==> src/rtl/dds_pkg.sv <==
// dds_pkg: constants shared by the DDS tuning-word UART link.
//   - tx state encoding (ST_IDLE, ST_START, ST_DATA, ST_STOP, ST_GAP)
//   - DDS_WORD_W / DDS_WORD_BYTES: tuning word geometry
//   - DDS_CLKS_PER_BIT: default baud divider (100 MHz / 115200)
//   - word_xor(): XOR of all word bytes, used for the checksum frame
//     when FREQ_TX_CHECKSUM_EN is defined.
package dds_pkg;

  localparam int DDS_WORD_W       = 32;
  localparam int DDS_WORD_BYTES   = 4;
  localparam int DDS_CLKS_PER_BIT = 868;

  typedef logic [2:0] tx_state_t;

  localparam logic [2:0] ST_IDLE  = 3'd0;
  localparam logic [2:0] ST_START = 3'd1;
  localparam logic [2:0] ST_DATA  = 3'd2;
  localparam logic [2:0] ST_STOP  = 3'd3;
  localparam logic [2:0] ST_GAP   = 3'd4;

  function automatic logic [7:0] word_xor(input logic [DDS_WORD_W-1:0] w);
    logic [7:0] x;
    x = '0;
    for (int i = 0; i < DDS_WORD_BYTES; i++) begin
      x = x ^ w[i*8 +: 8];
    end
    return x;
  endfunction

endpackage

==> src/rtl/uart_tx_byte.sv <==
// uart_tx_byte: single 8N1 byte serialiser (start bit, 8 data bits LSB
// first, stop bit), each bit CLKS_PER_BIT cycles.
// Ports:
//   clk, rst      clock, synchronous active-low reset
//   start         load data_in and begin a byte (taken in IDLE or in the
//                 final stop cycle, so bytes can be chained with no gap)
//   data_in[7:0]  byte to send
//   short_stop    end the stop bit one cycle early in the state machine;
//                 the caller's output register supplies the last cycle
//   line          unregistered serial level for this cycle
//   busy          a byte is in flight
//   done          high in the final cycle of the stop bit
//
// state    | meaning
// ST_IDLE  | line high, waiting for start
// ST_START | start bit (line low)
// ST_DATA  | data bits, shreg_q[0] on the line
// ST_STOP  | stop bit (line high)
module uart_tx_byte
  import dds_pkg::*;
#(
  parameter int CLKS_PER_BIT = DDS_CLKS_PER_BIT
) (
  input  logic       clk,
  input  logic       rst,
  input  logic       start,
  input  logic [7:0] data_in,
  input  logic       short_stop,
  output logic       line,
  output logic       busy,
  output logic       done
);

  localparam int BAUD_W = $clog2(CLKS_PER_BIT);
  localparam logic [BAUD_W-1:0] BAUD_LAST  = BAUD_W'(CLKS_PER_BIT - 1);
  localparam logic [BAUD_W-1:0] BAUD_SHORT = BAUD_W'(CLKS_PER_BIT - 2);

  tx_state_t         state_q, state_d;
  logic [BAUD_W-1:0] baud_q, baud_d;
  logic [2:0]        bit_q, bit_d;
  logic [7:0]        shreg_q, shreg_d;
  logic              short_q, short_d;
  logic              bit_end;
  logic              stop_end;

  always_comb begin
    bit_end  = (baud_q == BAUD_LAST);
    stop_end = (state_q == ST_STOP) &&
               (baud_q == (short_q ? BAUD_SHORT : BAUD_LAST));

    state_d = state_q;
    baud_d  = baud_q + 1'b1;
    bit_d   = bit_q;
    shreg_d = shreg_q;
    short_d = short_q;

    case (state_q)
      ST_IDLE: baud_d = '0;
      ST_START: begin
        if (bit_end) begin
          state_d = ST_DATA;
          baud_d  = '0;
          bit_d   = '0;
        end
      end
      ST_DATA: begin
        if (bit_end) begin
          baud_d  = '0;
          shreg_d = {1'b0, shreg_q[7:1]};
          bit_d   = bit_q + 3'd1;
          if (bit_q == 3'd7) state_d = ST_STOP;
        end
      end
      ST_STOP: begin
        if (stop_end) begin
          state_d = ST_IDLE;
          baud_d  = '0;
        end
      end
      default: begin
        state_d = ST_IDLE;
        baud_d  = '0;
      end
    endcase

    if (start && ((state_q == ST_IDLE) || stop_end)) begin
      state_d = ST_START;
      baud_d  = '0;
      shreg_d = data_in;
      short_d = short_stop;
    end
  end

  always_ff @(posedge clk) begin
    if (!rst) begin
      state_q <= ST_IDLE;
      baud_q  <= '0;
      bit_q   <= '0;
      shreg_q <= '0;
      short_q <= 1'b0;
    end else begin
      state_q <= state_d;
      baud_q  <= baud_d;
      bit_q   <= bit_d;
      shreg_q <= shreg_d;
      short_q <= short_d;
    end
  end

  assign line = (state_q == ST_START) ? 1'b0 :
                (state_q == ST_DATA)  ? shreg_q[0] : 1'b1;
  assign busy = (state_q != ST_IDLE);
  assign done = stop_end;

endmodule

==> src/rtl/freq_word_uart_tx.sv <==
// freq_word_uart_tx: sends a 32-bit DDS tuning word as NUM_BYTES 8N1
// frames, byte 0 (word[7:0]) first, with GAP_BITS idle bit periods
// between bytes. One word per word_valid/word_ready handshake.
// Ports:
//   clk, rst       clock, synchronous active-low reset
//   word_in[31:0]  tuning word, latched on accept
//   word_valid     word_in valid; ignored while word_ready=0
//   word_ready     idle, a word can be accepted
//   tx             registered serial output, idle high
//   busy           ~word_ready
//   done           one-cycle pulse as the word's last stop bit completes
// Optional feature macro: FREQ_TX_CHECKSUM_EN -- appends one frame with
// the XOR of the word bytes after the last word byte.
//
// state    | meaning
// ST_IDLE  | waiting for a word; also the final stop-bit cycle of a word
// ST_START | a byte is in flight in uart_tx_byte (start/data/stop)
// ST_GAP   | idle-high spacing between two bytes of one word
module freq_word_uart_tx
  import dds_pkg::*;
#(
  parameter int CLKS_PER_BIT = DDS_CLKS_PER_BIT,
  parameter int GAP_BITS     = 0,
  parameter int NUM_BYTES    = DDS_WORD_BYTES
) (
  input  logic                  clk,
  input  logic                  rst,
  input  logic [DDS_WORD_W-1:0] word_in,
  input  logic                  word_valid,
  output logic                  word_ready,
  output logic                  tx,
  output logic                  busy,
  output logic                  done
);

`ifdef FREQ_TX_CHECKSUM_EN
  localparam int TOTAL_BYTES = NUM_BYTES + 1;
`else
  localparam int TOTAL_BYTES = NUM_BYTES;
`endif
  localparam int GAP_CLKS = GAP_BITS * CLKS_PER_BIT;
  localparam int GAP_W    = (GAP_CLKS > 1) ? $clog2(GAP_CLKS) : 1;
  localparam logic [GAP_W-1:0] GAP_LAST = GAP_W'((GAP_CLKS > 0) ? GAP_CLKS - 1 : 0);
  localparam logic [2:0] LAST_IDX = 3'(TOTAL_BYTES - 1);

  tx_state_t             state_q, state_d;
  logic [2:0]            idx_q, idx_d;     // bytes handed to the serialiser
  logic [DDS_WORD_W-9:0] rest_q, rest_d;   // word bytes not yet handed over
  logic [GAP_W-1:0]      gap_q, gap_d;
  logic                  done_q, done_d;
  logic                  tx_q, tx_d;
`ifdef FREQ_TX_CHECKSUM_EN
  logic [7:0]            csum_q, csum_d;
`endif

  logic       byte_start;
  logic [7:0] byte_data;
  logic       byte_short;
  logic       byte_line;
  logic       byte_busy;
  logic       byte_done;

  uart_tx_byte #(
    .CLKS_PER_BIT(CLKS_PER_BIT)
  ) u_byte (
    .clk       (clk),
    .rst       (rst),
    .start     (byte_start),
    .data_in   (byte_data),
    .short_stop(byte_short),
    .line      (byte_line),
    .busy      (byte_busy),
    .done      (byte_done)
  );

  always_comb begin
    state_d    = state_q;
    idx_d      = idx_q;
    rest_d     = rest_q;
    gap_d      = gap_q;
    done_d     = 1'b0;
    byte_start = 1'b0;
    byte_data  = rest_q[7:0];
    // The last byte ends its stop bit one cycle early in the FSM: that
    // cycle is spent in ST_IDLE (done, word_ready) while tx_q still shows
    // stop, so a word accepted then starts with no idle cycle on the pin.
    byte_short = (idx_q == LAST_IDX);
`ifdef FREQ_TX_CHECKSUM_EN
    csum_d = csum_q;
    if (idx_q >= 3'(NUM_BYTES)) byte_data = csum_q;
`endif

    case (state_q)
      ST_IDLE: begin
        if (word_valid) begin
          state_d    = ST_START;
          byte_start = 1'b1;
          byte_data  = word_in[7:0];
          byte_short = (LAST_IDX == 3'd0);
          idx_d      = 3'd1;
          rest_d     = word_in[DDS_WORD_W-1:8];
`ifdef FREQ_TX_CHECKSUM_EN
          csum_d     = word_xor(word_in);
`endif
        end
      end
      ST_START: begin
        if (byte_done) begin
          if (idx_q == 3'(TOTAL_BYTES)) begin
            state_d = ST_IDLE;
            done_d  = 1'b1;
          end else if (GAP_CLKS == 0) begin
            byte_start = 1'b1;
            idx_d      = idx_q + 3'd1;
            rest_d     = rest_q >> 8;
          end else begin
            state_d = ST_GAP;
            gap_d   = '0;
          end
        end
      end
      ST_GAP: begin
        if (gap_q == GAP_LAST) begin
          state_d    = ST_START;
          byte_start = 1'b1;
          idx_d      = idx_q + 3'd1;
          rest_d     = rest_q >> 8;
        end else begin
          gap_d = gap_q + 1'b1;
        end
      end
      default: state_d = ST_IDLE;
    endcase

    tx_d = byte_busy ? byte_line : 1'b1;
  end

  always_ff @(posedge clk) begin
    if (!rst) begin
      state_q <= ST_IDLE;
      idx_q   <= '0;
      rest_q  <= '0;
      gap_q   <= '0;
      done_q  <= 1'b0;
      tx_q    <= 1'b1;
`ifdef FREQ_TX_CHECKSUM_EN
      csum_q  <= '0;
`endif
    end else begin
      state_q <= state_d;
      idx_q   <= idx_d;
      rest_q  <= rest_d;
      gap_q   <= gap_d;
      done_q  <= done_d;
      tx_q    <= tx_d;
`ifdef FREQ_TX_CHECKSUM_EN
      csum_q  <= csum_d;
`endif
    end
  end

  assign word_ready = (state_q == ST_IDLE);
  assign busy       = ~word_ready;
  assign done       = done_q;
  assign tx         = tx_q;

endmodule

==> config.mk <==
export PLATFORM = sky130hd
export DESIGN_NAME = freq_word_uart_tx
export DESIGN_NICKNAME = d
export VERILOG_FILES = /design/src/rtl/dds_pkg.sv /design/src/rtl/uart_tx_byte.sv /design/src/rtl/freq_word_uart_tx.sv
export SDC_FILE = /design/constraint.sdc
export NUM_CORES = 1
export LEC_CHECK = 0
export CORE_ASPECT_RATIO = 1.4
export CORE_MARGIN = 4
export CORE_UTILIZATION = 45
export DETAILED_ROUTE_END_ITERATION = 8
export DONT_BUFFER_PORTS = 1
export PLACE_DENSITY = 0.69
export SLEW_MARGIN = 20
export SYNTH_ARGS = -nofsm -noshare
export SYNTH_HDL_FRONTEND = slang
export SYNTH_SLANG_ARGS = --single-unit
==> constraint.sdc <==
create_clock -name clk -period 3.4 [get_ports clk]
set_input_delay 0.34 -clock clk [delete_from_list [all_inputs] [get_ports clk]]
set_output_delay 0.34 -clock clk [all_outputs]
set_load 0.02 [all_outputs]
# After elaboration in Yosys (flattened, before gate mapping)
# Index checks and enable logic that the tools add are counted.
# word_totals
reg_bits	58
inputBits	35
out_inout_bits	4
elab_cells	106
# classes
addsub	4
n_eq_ne	24
n_mux	43
bitwise	3
n_reduce_logical	20
# op_table
operator	count
two-way mux 24 bit	4
case mux 24 bit (3 select lines)	1
two-way mux 8 bit	5
two-way mux 3 bit	13
two-way mux 10 bit	2
case mux 10 bit (2 select lines)	1
case mux 3 bit (3 select lines)	2
AND reduction 5 bit	3
inequality test 2 bit, second input constant	7
two-way mux 1 bit	12
case mux 3 bit (4 select lines)	1
adder 10 x 1 -> 10 bit, second input constant	1
== test 10 bit	1
== test 10 bit, second input constant	1
== test 3 x 2 -> 1 bit, second input constant	3
== test 3 bit, second input constant	3
inequality test 3 x 1 -> 1 bit, second input constant	3
adder 3 x 1 -> 3 bit, second input constant	2
== test 3 x 1 -> 1 bit, second input constant	2
logical NOT 3 bit	2
inequality test 2 x 1 -> 1 bit, second input constant	3
case mux 3 bit (2 select lines)	1
AND reduction 3 bit	2
nonzero test 2 bit	3
10 further kinds	16

# Logic depth before layout (Yosys ltp)
# Gate-level depths: netlist of the first run.
# depth
depth_word	8
depth_mapped	9
mapped_depth_nobuf	7

# Hierarchy
# A second synthesis of the first run with hierarchy kept.
# unflattened
cells_unflattened	299
area_unflattened_um2	2786.4
# by_module_without_submodules
module	instances	cells_per_inst	area_per_inst_um2	seq_area_each_um2
freq_word_uart_tx	1	165	1500.2	600.6
uart_tx_byte	1	134	1286.2	480.5

# Worst setup path after synthesis of the first run
# Ideal clock, no wire load.
# synth_path
path_kind	register to register
startpoint	register u_byte.baud_q[3]
endpoint	register u_byte.shreg_q[0]
arrival_ps	1675
slack_ps	1590
stages_incl_launch_ff	7
path_buffers	1
period_less_slack_ps	1810
path_cell_list	dfxtp_1 nor4b_4 and4_1 nor2_1 buf_2 a2111oi_0 a311oi_1
# synth_via
elab_chain_len	7
elab_cells_between_ends	11
# synth_rtl
element	line_no	rtl
start, declared	uart_tx_byte.sv:39	logic [BAUD_W-1:0] baud_q, baud_d;
start signal, assigned	uart_tx_byte.sv:103	baud_q <= baud_d;
== test 10 bit	uart_tx_byte.sv:49	(baud_q == (short_q ? BAUD_SHORT : BAUD_LAST));
logical AND 1 bit	uart_tx_byte.sv:48	stop_end = (state_q == ST_STOP) &&
two-way mux 1 bit	freq_word_uart_tx.sv:108	if (byte_done) begin
case mux 1 bit (3 select lines)	freq_word_uart_tx.sv:93	case (state_q)
logical AND 1 bit	uart_tx_byte.sv:86	if (start && ((state_q == ST_IDLE) || stop_end)) begin
nonzero test 2 bit (no line)	--	
AND reduction 2 bit (no line)	--	
end signal, assigned	uart_tx_byte.sv:105	shreg_q <= shreg_d;
end, declared	uart_tx_byte.sv:41	logic [7:0] shreg_q, shreg_d;
# Several ways; a longest one is shown, not always the timed one.
# A chain may end at the register's enable or synchronous reset.

# Worst setup path in the final report of the first run
# Ends and elaborated chain as after synthesis.

==> results.sh, run 1 <==
export IMPL_hold_viol=0
export IMPL_n_fill_cell=550
export IMPL_io_buffers=0
export IMPL_cp_startpoint="u_byte.baud_q[3]"
export IMPL_yosys_register_bits=54
export IMPL_power_mw=1.44
export IMPL_crit_reg2reg_launch="u_byte.baud_q[3]"
export IMPL_ys_flop_type="dfxtp_1"
export IMPL_ys_types=46
export IMPL_synthCells=299
export IMPL_setup_violations=0
export IMPL_die_w_um=73.0
export IMPL_grt_max_degree=35
export IMPL_drc_errors=0
export IMPL_synth_commonest_cells="54 x dfxtp_1, 42 x nor2_1, 19 x a21oi_1"
export IMPL_cp_start_kind="register"
export IMPL_grt_overflow_total=0
export IMPL_synth_edf_count=0
export IMPL_yosysSeqAreaShare_pct=40.6
export IMPL_postRouteAntennaNets=0
export IMPL_ir_drop_v=0.000303
export IMPL_numCtsBuffers=5
export IMPL_ctsResizeCount=0
export IMPL_synth_top_area_cell="dfxtp_1"
export IMPL_vias=2091
export IMPL_dp_hpwl_um=3930
export IMPL_syn_area_um2=2670
export IMPL_cts_hold_buffers=0
export IMPL_outcome="completed"
export IMPL_period_share_pct=65.4
export IMPL_drt_first_pass_iters=4
export IMPL_synth_nets=346
export IMPL_dr_first_iter_drc_count=77
export IMPL_synth_most_common_cell="dfxtp_1"
export IMPL_cts_tree="done"
export IMPL_finalNetCount=338
export IMPL_async_flop_share_pct=0
export IMPL_crit_required_ns=3.58
export IMPL_syn_area_per_cell_um2=8.91
export IMPL_htreeDepth=2
export IMPL_antenna_found_initial=0
export IMPL_multi_input_area_um2=1440
export IMPL_wl_um=5490
export IMPL_critical_path_arrival_ns=2.40
export IMPL_hold_path_startpoint="rst"
export IMPL_cts_buffer_depth=2
export IMPL_reg2regPathDepth=5
export IMPL_path_clk_slew_ns=0.10
export IMPL_max_freq_mhz=450
export IMPL_min_path_cells=1
export IMPL_regArea_um2=1080
export IMPL_post_cts_buffers=0
export IMPL_slowest_stage="a2111oi_0"
export IMPL_rsz0062_at_grt="no"
export IMPL_io_pin_count=39
export IMPL_hold_path_class="in2reg"
export IMPL_drive_above_1_share_pct=6.16
export IMPL_path_cells="nor4b_4 > and4_1 > a31oi_4 > a2111oi_0 > a311oi_1"
export IMPL_fin_skew_ns=0.00761
export IMPL_clock_sink_count=54
export IMPL_antennaDiodeCount=0
export IMPL_path_class="reg2reg"
export IMPL_insertion_delay_ns=0.31
export IMPL_core_area_um2=5650
export IMPL_drv_slew=0
export IMPL_setup_tns_ns=0
export IMPL_place_gp_congestion=0.768
export IMPL_syn2layout_area_growth_pct=4.55
export IMPL_end_kind="register"
export IMPL_cts_root_buf="clkbuf_8"
export IMPL_relSlewSlack_pct=55.7
export IMPL_synth_area_leaders="dfxtp_1 41%, mux2i_1 6.0%, nor2_1 5.9%"
export IMPL_grt_pass1_vias=2079
export IMPL_wl_per_cell_um=15.3
export IMPL_synth_top_area_share_pct=40.6
export IMPL_tightest_slew_ns=0.662
export IMPL_dieArea_um2=7230
export IMPL_fin_crit_ns=2.22
export IMPL_yosys_warnings=0
export IMPL_path_max_fanout=18
export IMPL_die_h_um=99.1
export IMPL_power_density_nw_per_um2=517
export IMPL_grt_pass1_wl_um=9360
export IMPL_start_util_pct=47.2
export IMPL_rows=32
export IMPL_viasPerCell=5.81
export IMPL_p_leak_nw=1.01
export IMPL_cap_violations=0
export IMPL_track_usage_pct=16.2
export IMPL_cpPeakStageDelay_ns=0.54
## worst max-delay path: cells and delay by family, from the launching register on
family             cells  cell delay (ns)
AOI/OAI and AO/OA      3             0.88
and+or+nand+nor        2             0.82
DFF                    1             0.39
## final timing paths
| path | slack [ns] | to |
|---|---|---|
| max | 1.18 | u_byte.shreg_q[0] |
| min | 0.15 | idx_q[2] |
| max reg2reg | 1.18 | u_byte.shreg_q[0] |
| min reg2reg | 0.47 | u_byte.bit_q[2] |
## layout make-up
class	instances	share of cell area (%)
Multi-Input combinational cell	214	51.8
Sequential cell	54	38.8
Clock buffer	7	3.46
Tap cell	68	3.05
Inverter	13	1.75
Timing Repair Buffer	3	0.808
Clock inverter	1	0.314
## placed cells by master (no fill, tap or decap), drive strengths merged, types with 3 or more instances in the layout
master,count
and2,7
a21oi,19
dfxtp,54
clkbuf,7
mux2i,16
buf,3
nor2,42
a2111oi,7
ha,12
nand4,7
nand3,16
inv,12
a211oi,17
and3,9
a21o,3
a311oi,6
nand2,16
xor2,4
o21ai,6
xnor2,5
## flip-flops by register name, summed over array words and instances (netlist names)
name	flops
done	1
idx_q	3
rest_q	24
state_q	1
tx	1
u_byte.baud_q	10
u_byte.bit_q	3
u_byte.short_q	1
u_byte.shreg_q	8
u_byte.state_q	2
## routing by layer
layer  up-vias  global-route usage (%)  wire (um)
li1       1063                       -          -
met1       968                    18.2       2280
met2        52                    27.7       2790
met3         8                    4.80        306
met4         0                    6.68        116
met5         -                       0          0
## metrics by stage
stage,cells,cell area [um2],hold WS [ns],worst slack (ns),utilization [%]
2_1_floorplan,299,2670,0.436,1.59,-
3_3_place_gp,352,2680,0.445,1.24,47.5
3_5_place_dp,352,2680,0.456,1.19,47.5
4_1_cts,360,2790,0.140,1.12,49.4
5_1_grt,360,2790,0.137,0.864,49.4
6_report,360,2790,0.150,1.18,49.4
## cells by family after synthesis
family                   share of synthesized area (%)
AO/OA/AOI/OAI                                     18.7
multiplexers                                      6.43
AND/OR/NAND/NOR                                   20.4
buffers and inverters                             5.26
XOR/XNOR                                          2.96
flip-flops                                        40.6
adder cells (fa/ha/maj)                           5.63
## power breakdown
part / leakage [nW] / total [mW] / switching, mW / internal [mW]
registers: 0.442 / 0.715 / 0.0307 / 0.684
clock network: 0.0544 / 0.401 / 0.214 / 0.187
logic: 0.511 / 0.325 / 0.205 / 0.120
(Power assumes the default switching activity.)
==> run 2, diff against run 1 <==
clock period = 2.1 ns   (was 3.4 ns; I/O delays follow)
==> run 2 against run 1 <==
Effect of this change:
- count of clock-buffer cells in the layout down 2
- largest cell class unchanged
- highest routed layer unchanged
- critical path depth up 1
- maximum frequency is 9.3% higher
- design area increased by 3.5%
- global-route usage rose by 0.30 points
==> results.sh, run 2 (synthesized netlist as in run 1, its figures left out) <==
export IMPL_vias=2143
export IMPL_power_density_nw_per_um2=819
export IMPL_tightest_slew_ns=0.521
export IMPL_multi_input_area_um2=1460
export IMPL_cts_hold_buffers=0
export IMPL_hold_viol=0
export IMPL_largest_register_ffs=24
export IMPL_io_pin_count=39
export IMPL_max_freq_mhz=491
export IMPL_reg_largest_list="rest_q (24), u_byte.baud_q (10), u_byte.shreg_q (8)"
export IMPL_reg2regPathDepth=6
export IMPL_dieArea_um2=7230
export IMPL_hold_path_class="in2reg"
export IMPL_cts_root_buf="clkbuf_8"
export IMPL_fin_skew_ns=0.00819
export IMPL_grt_pass1_wl_um=9720
export IMPL_syn2layout_area_growth_pct=8.17
export IMPL_final_cell_mix="54 x dfxtp_1, 42 x nor2_1, 19 x a21oi_1"
export IMPL_regArea_um2=1080
export IMPL_ir_drop_v=0.000482
export IMPL_drc_errors=0
export IMPL_crit_reg2reg_launch="u_byte.state_q[1]"
export IMPL_cap_violations=0
export IMPL_antennaDiodeCount=0
export IMPL_cts_tree="done"
export IMPL_layout_commonest_cell="dfxtp_1"
export IMPL_postRouteAntennaNets=0
export IMPL_rsz0062_at_grt="yes"
export IMPL_finalNetCount=349
export IMPL_p_leak_nw=1.06
export IMPL_grt_pass1_vias=2186
export IMPL_path_class="reg2reg"
export IMPL_cts_buffer_depth=2
export IMPL_drv_slew=0
export IMPL_crit_required_ns=2.29
export IMPL_setup_violations=0
export IMPL_dp_hpwl_um=4090
export IMPL_cp_startpoint="u_byte.state_q[1]"
export IMPL_rows=32
export IMPL_fin_crit_ns=2.04
export IMPL_dr_first_iter_drc_count=94
export IMPL_die_h_um=99.1
export IMPL_core_area_um2=5650
export IMPL_ctsResizeCount=0
export IMPL_grt_max_degree=43
export IMPL_place_gp_congestion=0.835
export IMPL_r2r_slack_ns=0.06
export IMPL_relSlewSlack_pct=65.3
export IMPL_grt_overflow_total=0
export IMPL_htreeDepth=2
export IMPL_n_fill_cell=544
export IMPL_drt_first_pass_iters=4
export IMPL_antenna_found_initial=0
export IMPL_outcome="completed"
export IMPL_viasPerCell=5.78
export IMPL_numCtsBuffers=5
export IMPL_path_max_fanout=11
export IMPL_setup_tns_ns=0
export IMPL_path_clk_slew_ns=0.10
export IMPL_post_cts_buffers=0
export IMPL_cp_start_kind="register"
export IMPL_insertion_delay_ns=0.31
export IMPL_io_buffers=0
export IMPL_instances_no_fill=371
export IMPL_die_w_um=73.0
export IMPL_wl_per_cell_um=15.0
export IMPL_end_kind="register"
export IMPL_dp_cells=363
export IMPL_wl_um=5550
export IMPL_endpoint="u_byte.shreg_q[4]"
export IMPL_clock_sink_count=54
export IMPL_track_usage_pct=16.5
export IMPL_drive_above_1_share_pct=9.57
export IMPL_r2r_end="u_byte.shreg_q[4]"
export IMPL_regMostFlops="rest_q"
export IMPL_start_util_pct=47.2
export IMPL_critical_path_arrival_ns=2.23
export IMPL_period_share_pct=96.9
run 2: cell types whose count changed in the layout (fill, tap and decap cells not counted):
cell / before / now
clkinv_4: 1 / 0
buf_12: 0 / 1
clkbuf_8: 7 / 5
o21ai_4: 0 / 1
a2111oi_1: 1 / 4
inv_6: 0 / 3
buf_4: 3 / 13
o21ai_2: 1 / 0
a2111oi_0: 6 / 3
run 2: worst min-delay path by stage:
| stage | start | to | slack (ns) | cells past startpoint |
|---|---|---|---|---|
| 2_1_floorplan | rst | idx_q[2] | 0.33 | 1 |
| 3_3_place_gp | rst | idx_q[2] | 0.33 | 1 |
| 3_5_place_dp | rst | idx_q[2] | 0.33 | 1 |
| 4_1_cts | rst | idx_q[2] | 0.01 | 1 |
| 5_1_grt | rst | idx_q[2] | 0.001 | 1 |
| 6_report | rst | idx_q[2] | 0.01 | 1 |
run 2: per-layer routing:
| layer | GRT usage (%) | vias to the layer above | part of all wire [%] |
|---|---|---|---|
| met5 | 0 | - | 0 |
| met3 | 4.18 | 9 | 5.4 |
| li1 | - | 1091 | - |
| met2 | 28.2 | 55 | 50 |
| met4 | 5.82 | 0 | 1.6 |
| met1 | 19.4 | 988 | 43 |
run 2: through the flow:
stage                     setup WS, ns  cell area (um2)  hold slack [ns]  total power, mW  util, %
after detailed placement        0.0714             2780            0.334             1.75     49.2
after CTS                       0.0476             2870           0.0100             2.37     50.9
after floorplan                  0.290             2670            0.328             1.60        -
after global routing            -0.114             2880          0.00109             2.51     51.1
after global placement          0.0931             2780            0.334             1.75     49.2
final                           0.0645             2880           0.0136             2.36     51.1
run 2: area by class of cell:
cell class | count | area share, %
Clock buffer | 5 | 2.39
Multi-Input combinational cell | 214 | 50.5
Timing Repair Buffer | 14 | 4.08
Sequential cell | 54 | 37.5
Clock inverter | 3 | 0.911
Inverter | 13 | 1.69
Tap cell | 68 | 2.95
run 2: where the power goes:
| part | switching [mW] | internal (mW) |
|---|---|---|
| Sequential | 0.0478 | 1.11 |
| Clock | 0.373 | 0.249 |
| Combinational | 0.346 | 0.239 |
| Total | 0.767 | 1.60 |
run 2: critical path: stages (launching register included):
cell	delay (ns)
dfxtp_1	0.41
ha_1	0.24
and2_1	0.18
and4_1	0.31
a31oi_4	0.19
a2111oi_1	0.50
a311oi_1	0.09
==> run 3, diff against run 2 <==
GPL_TIMING_DRIVEN = 0   (was unset)
TNS_END_PERCENT = 20   (was unset)
==> run 3 against run 2 <==
Effect of this change:
- clock power grew 13%
- first-iteration DRC count shrank 13%
- critical path type unchanged
- critical endpoint unchanged
- critical path depth unchanged
- design area grew 0.48%
- setup slack improved by 0.048 ns
- hold slack gained 0.0026 ns
- largest power group unchanged
- wire length grew 9.0%
==> results.sh, run 3 (synthesized netlist as in run 1, its figures left out) <==
export IMPL_hold_viol=0
export IMPL_end_kind="register"
export IMPL_grtUsageMet3_pct=4.69
export IMPL_utilization_pct=51.3
export IMPL_cts_root_buf="clkbuf_8"
export IMPL_cap_violations=0
export IMPL_grt_max_degree=17
export IMPL_grt_pass1_vias=2272
export IMPL_place_gp_congestion=0.855
export IMPL_critical_path_arrival_ns=2.17
export IMPL_power_density_nw_per_um2=837
export IMPL_p_leak_nw=1.07
export IMPL_placed_area_um2=2750
export IMPL_dp_cells=367
export IMPL_power_mw=2.43
export IMPL_path_class="reg2reg"
export IMPL_drt_first_pass_iters=4
export IMPL_final_cell_mix="52 x dfxtp_1, 42 x nor2_1, 19 x a21oi_1"
export IMPL_rows=32
export IMPL_largest_register_ffs=24
export IMPL_wl_per_cell_um=16.0
export IMPL_drc_errors=0
export IMPL_dieArea_um2=7230
export IMPL_clock_sink_count=54
export IMPL_n_fill_cell=529
export IMPL_drv_slew=0
export IMPL_ir_drop_v=0.000356
export IMPL_outcome="completed"
export IMPL_core_area_um2=5650
export IMPL_path_max_fanout=9
export IMPL_groute_layer_met2_usage_pct=31.6
export IMPL_layout_commonest_cell="dfxtp_1"
export IMPL_wl_um=6050
export IMPL_syn2layout_area_growth_pct=8.69
export IMPL_io_buffers=0
export IMPL_hold_slack_ns=0.0162
export IMPL_numCtsBuffers=5
export IMPL_cp_start_kind="register"
export IMPL_antenna_found_initial=0
export IMPL_fin_crit_ns=1.99
export IMPL_use_met1_pct=19.3
export IMPL_period_share_pct=94.7
export IMPL_die_w_um=73.0
export IMPL_finalNetCount=356
export IMPL_cts_buffer_depth=2
export IMPL_drive_above_1_share_pct=10.6
export IMPL_dr_first_iter_drc_count=82
export IMPL_reg_largest_list="rest_q (24), u_byte.baud_q (10), u_byte.shreg_q (8)"
export IMPL_rsz0062_at_grt="yes"
export IMPL_regArea_um2=1080
export IMPL_viasPerCell=5.81
export IMPL_track_usage_pct=17.8
export IMPL_max_freq_mhz=503
export IMPL_hold_path_class="in2reg"
export IMPL_fin_skew_ns=0.00634
export IMPL_antennaDiodeCount=0
export IMPL_die_h_um=99.1
export IMPL_io_pin_count=39
export IMPL_relSlewSlack_pct=56.3
export IMPL_cts_tree="done"
export IMPL_grt_pass1_wl_um=10300
export IMPL_insertion_delay_ns=0.31
export IMPL_start_util_pct=47.2
export IMPL_regMostFlops="rest_q"
export IMPL_htreeDepth=2
export IMPL_setup_violations=0
export IMPL_multi_input_area_um2=1450
export IMPL_tightest_slew_ns=0.656
export IMPL_dp_hpwl_um=4570
export IMPL_final_area_um2=2900
export IMPL_vias=2195
export IMPL_grt_busiest_layer="met2"
export IMPL_crit_required_ns=2.28
export IMPL_postRouteAntennaNets=0
export IMPL_path_clk_slew_ns=0.10
export IMPL_instances_no_fill=378
export IMPL_grt_overflow_total=0
==> run 3: cell type report <==
class                      count  share of cell area [%]
sequential                    54                    37.4
clock inverter                 3                    1.38
timing repair buffer           3                   0.778
tap                           68                    2.94
multi-input combinational    214                    50.2
clock buffer                   5                    2.38
inverter                      13                    1.68
buffer                        18                    3.28
==> run 3: per-stage QoR <==
stage	setup TNS, ns	setup slack [ns]
floorplan	0	0.290
global placement	-0.0409	-0.0409
detailed placement	-0.0615	-0.0615
CTS	-0.00170	-0.00170
global route	-0.0226	-0.0118
finish	0	0.112
==> run 3: what timing repair did <==
action,4_1_cts,5_1_grt
setup endpoints to repair,2,35
hold buffers,0,0
pin swaps,0,3
resized for setup,2,9
cloned,0,0
buffers inserted,0,3
==> run 3: worst max-delay path: stages (launching register included) <==
cell and delay (ns):
dfxtp_1 0.37, and4b_1 0.26, buf_2 0.16, and4_2 0.30, a31oi_4 0.16, a2111oi_1 0.51
a311oi_1 0.10
==> run 3: path summary, 6_finish.rpt <==
path | cells past startpoint | slack, ns | start | end
max | 6 | 0.11 | u_byte.baud_q[2] | u_byte.shreg_q[4]
min | 1 | 0.02 | rst | idx_q[2]
max reg2reg | 6 | 0.11 | u_byte.baud_q[2] | u_byte.shreg_q[4]
min reg2reg | 2 | 0.46 | u_byte.bit_q[2] | u_byte.bit_q[2]
==> run 3: routing by layer <==
| metal | vias to the layer above | routed length (um) | share of wire, % |
|---|---|---|---|
| met5 | - | 0 | 0 |
| met4 | 0 | 148 | 2.4 |
| met3 | 13 | 356 | 5.9 |
| met2 | 58 | 3160 | 52 |
| met1 | 1028 | 2380 | 39 |
| li1 | 1096 | - | - |
==> run 3: report_power, final <==
| part | leakage [nW] | switching, mW | internal, mW |
|---|---|---|---|
| sequential | 0.443 | 0.0554 | 1.11 |
| combinational | 0.571 | 0.342 | 0.216 |
| clock | 0.0579 | 0.352 | 0.352 |
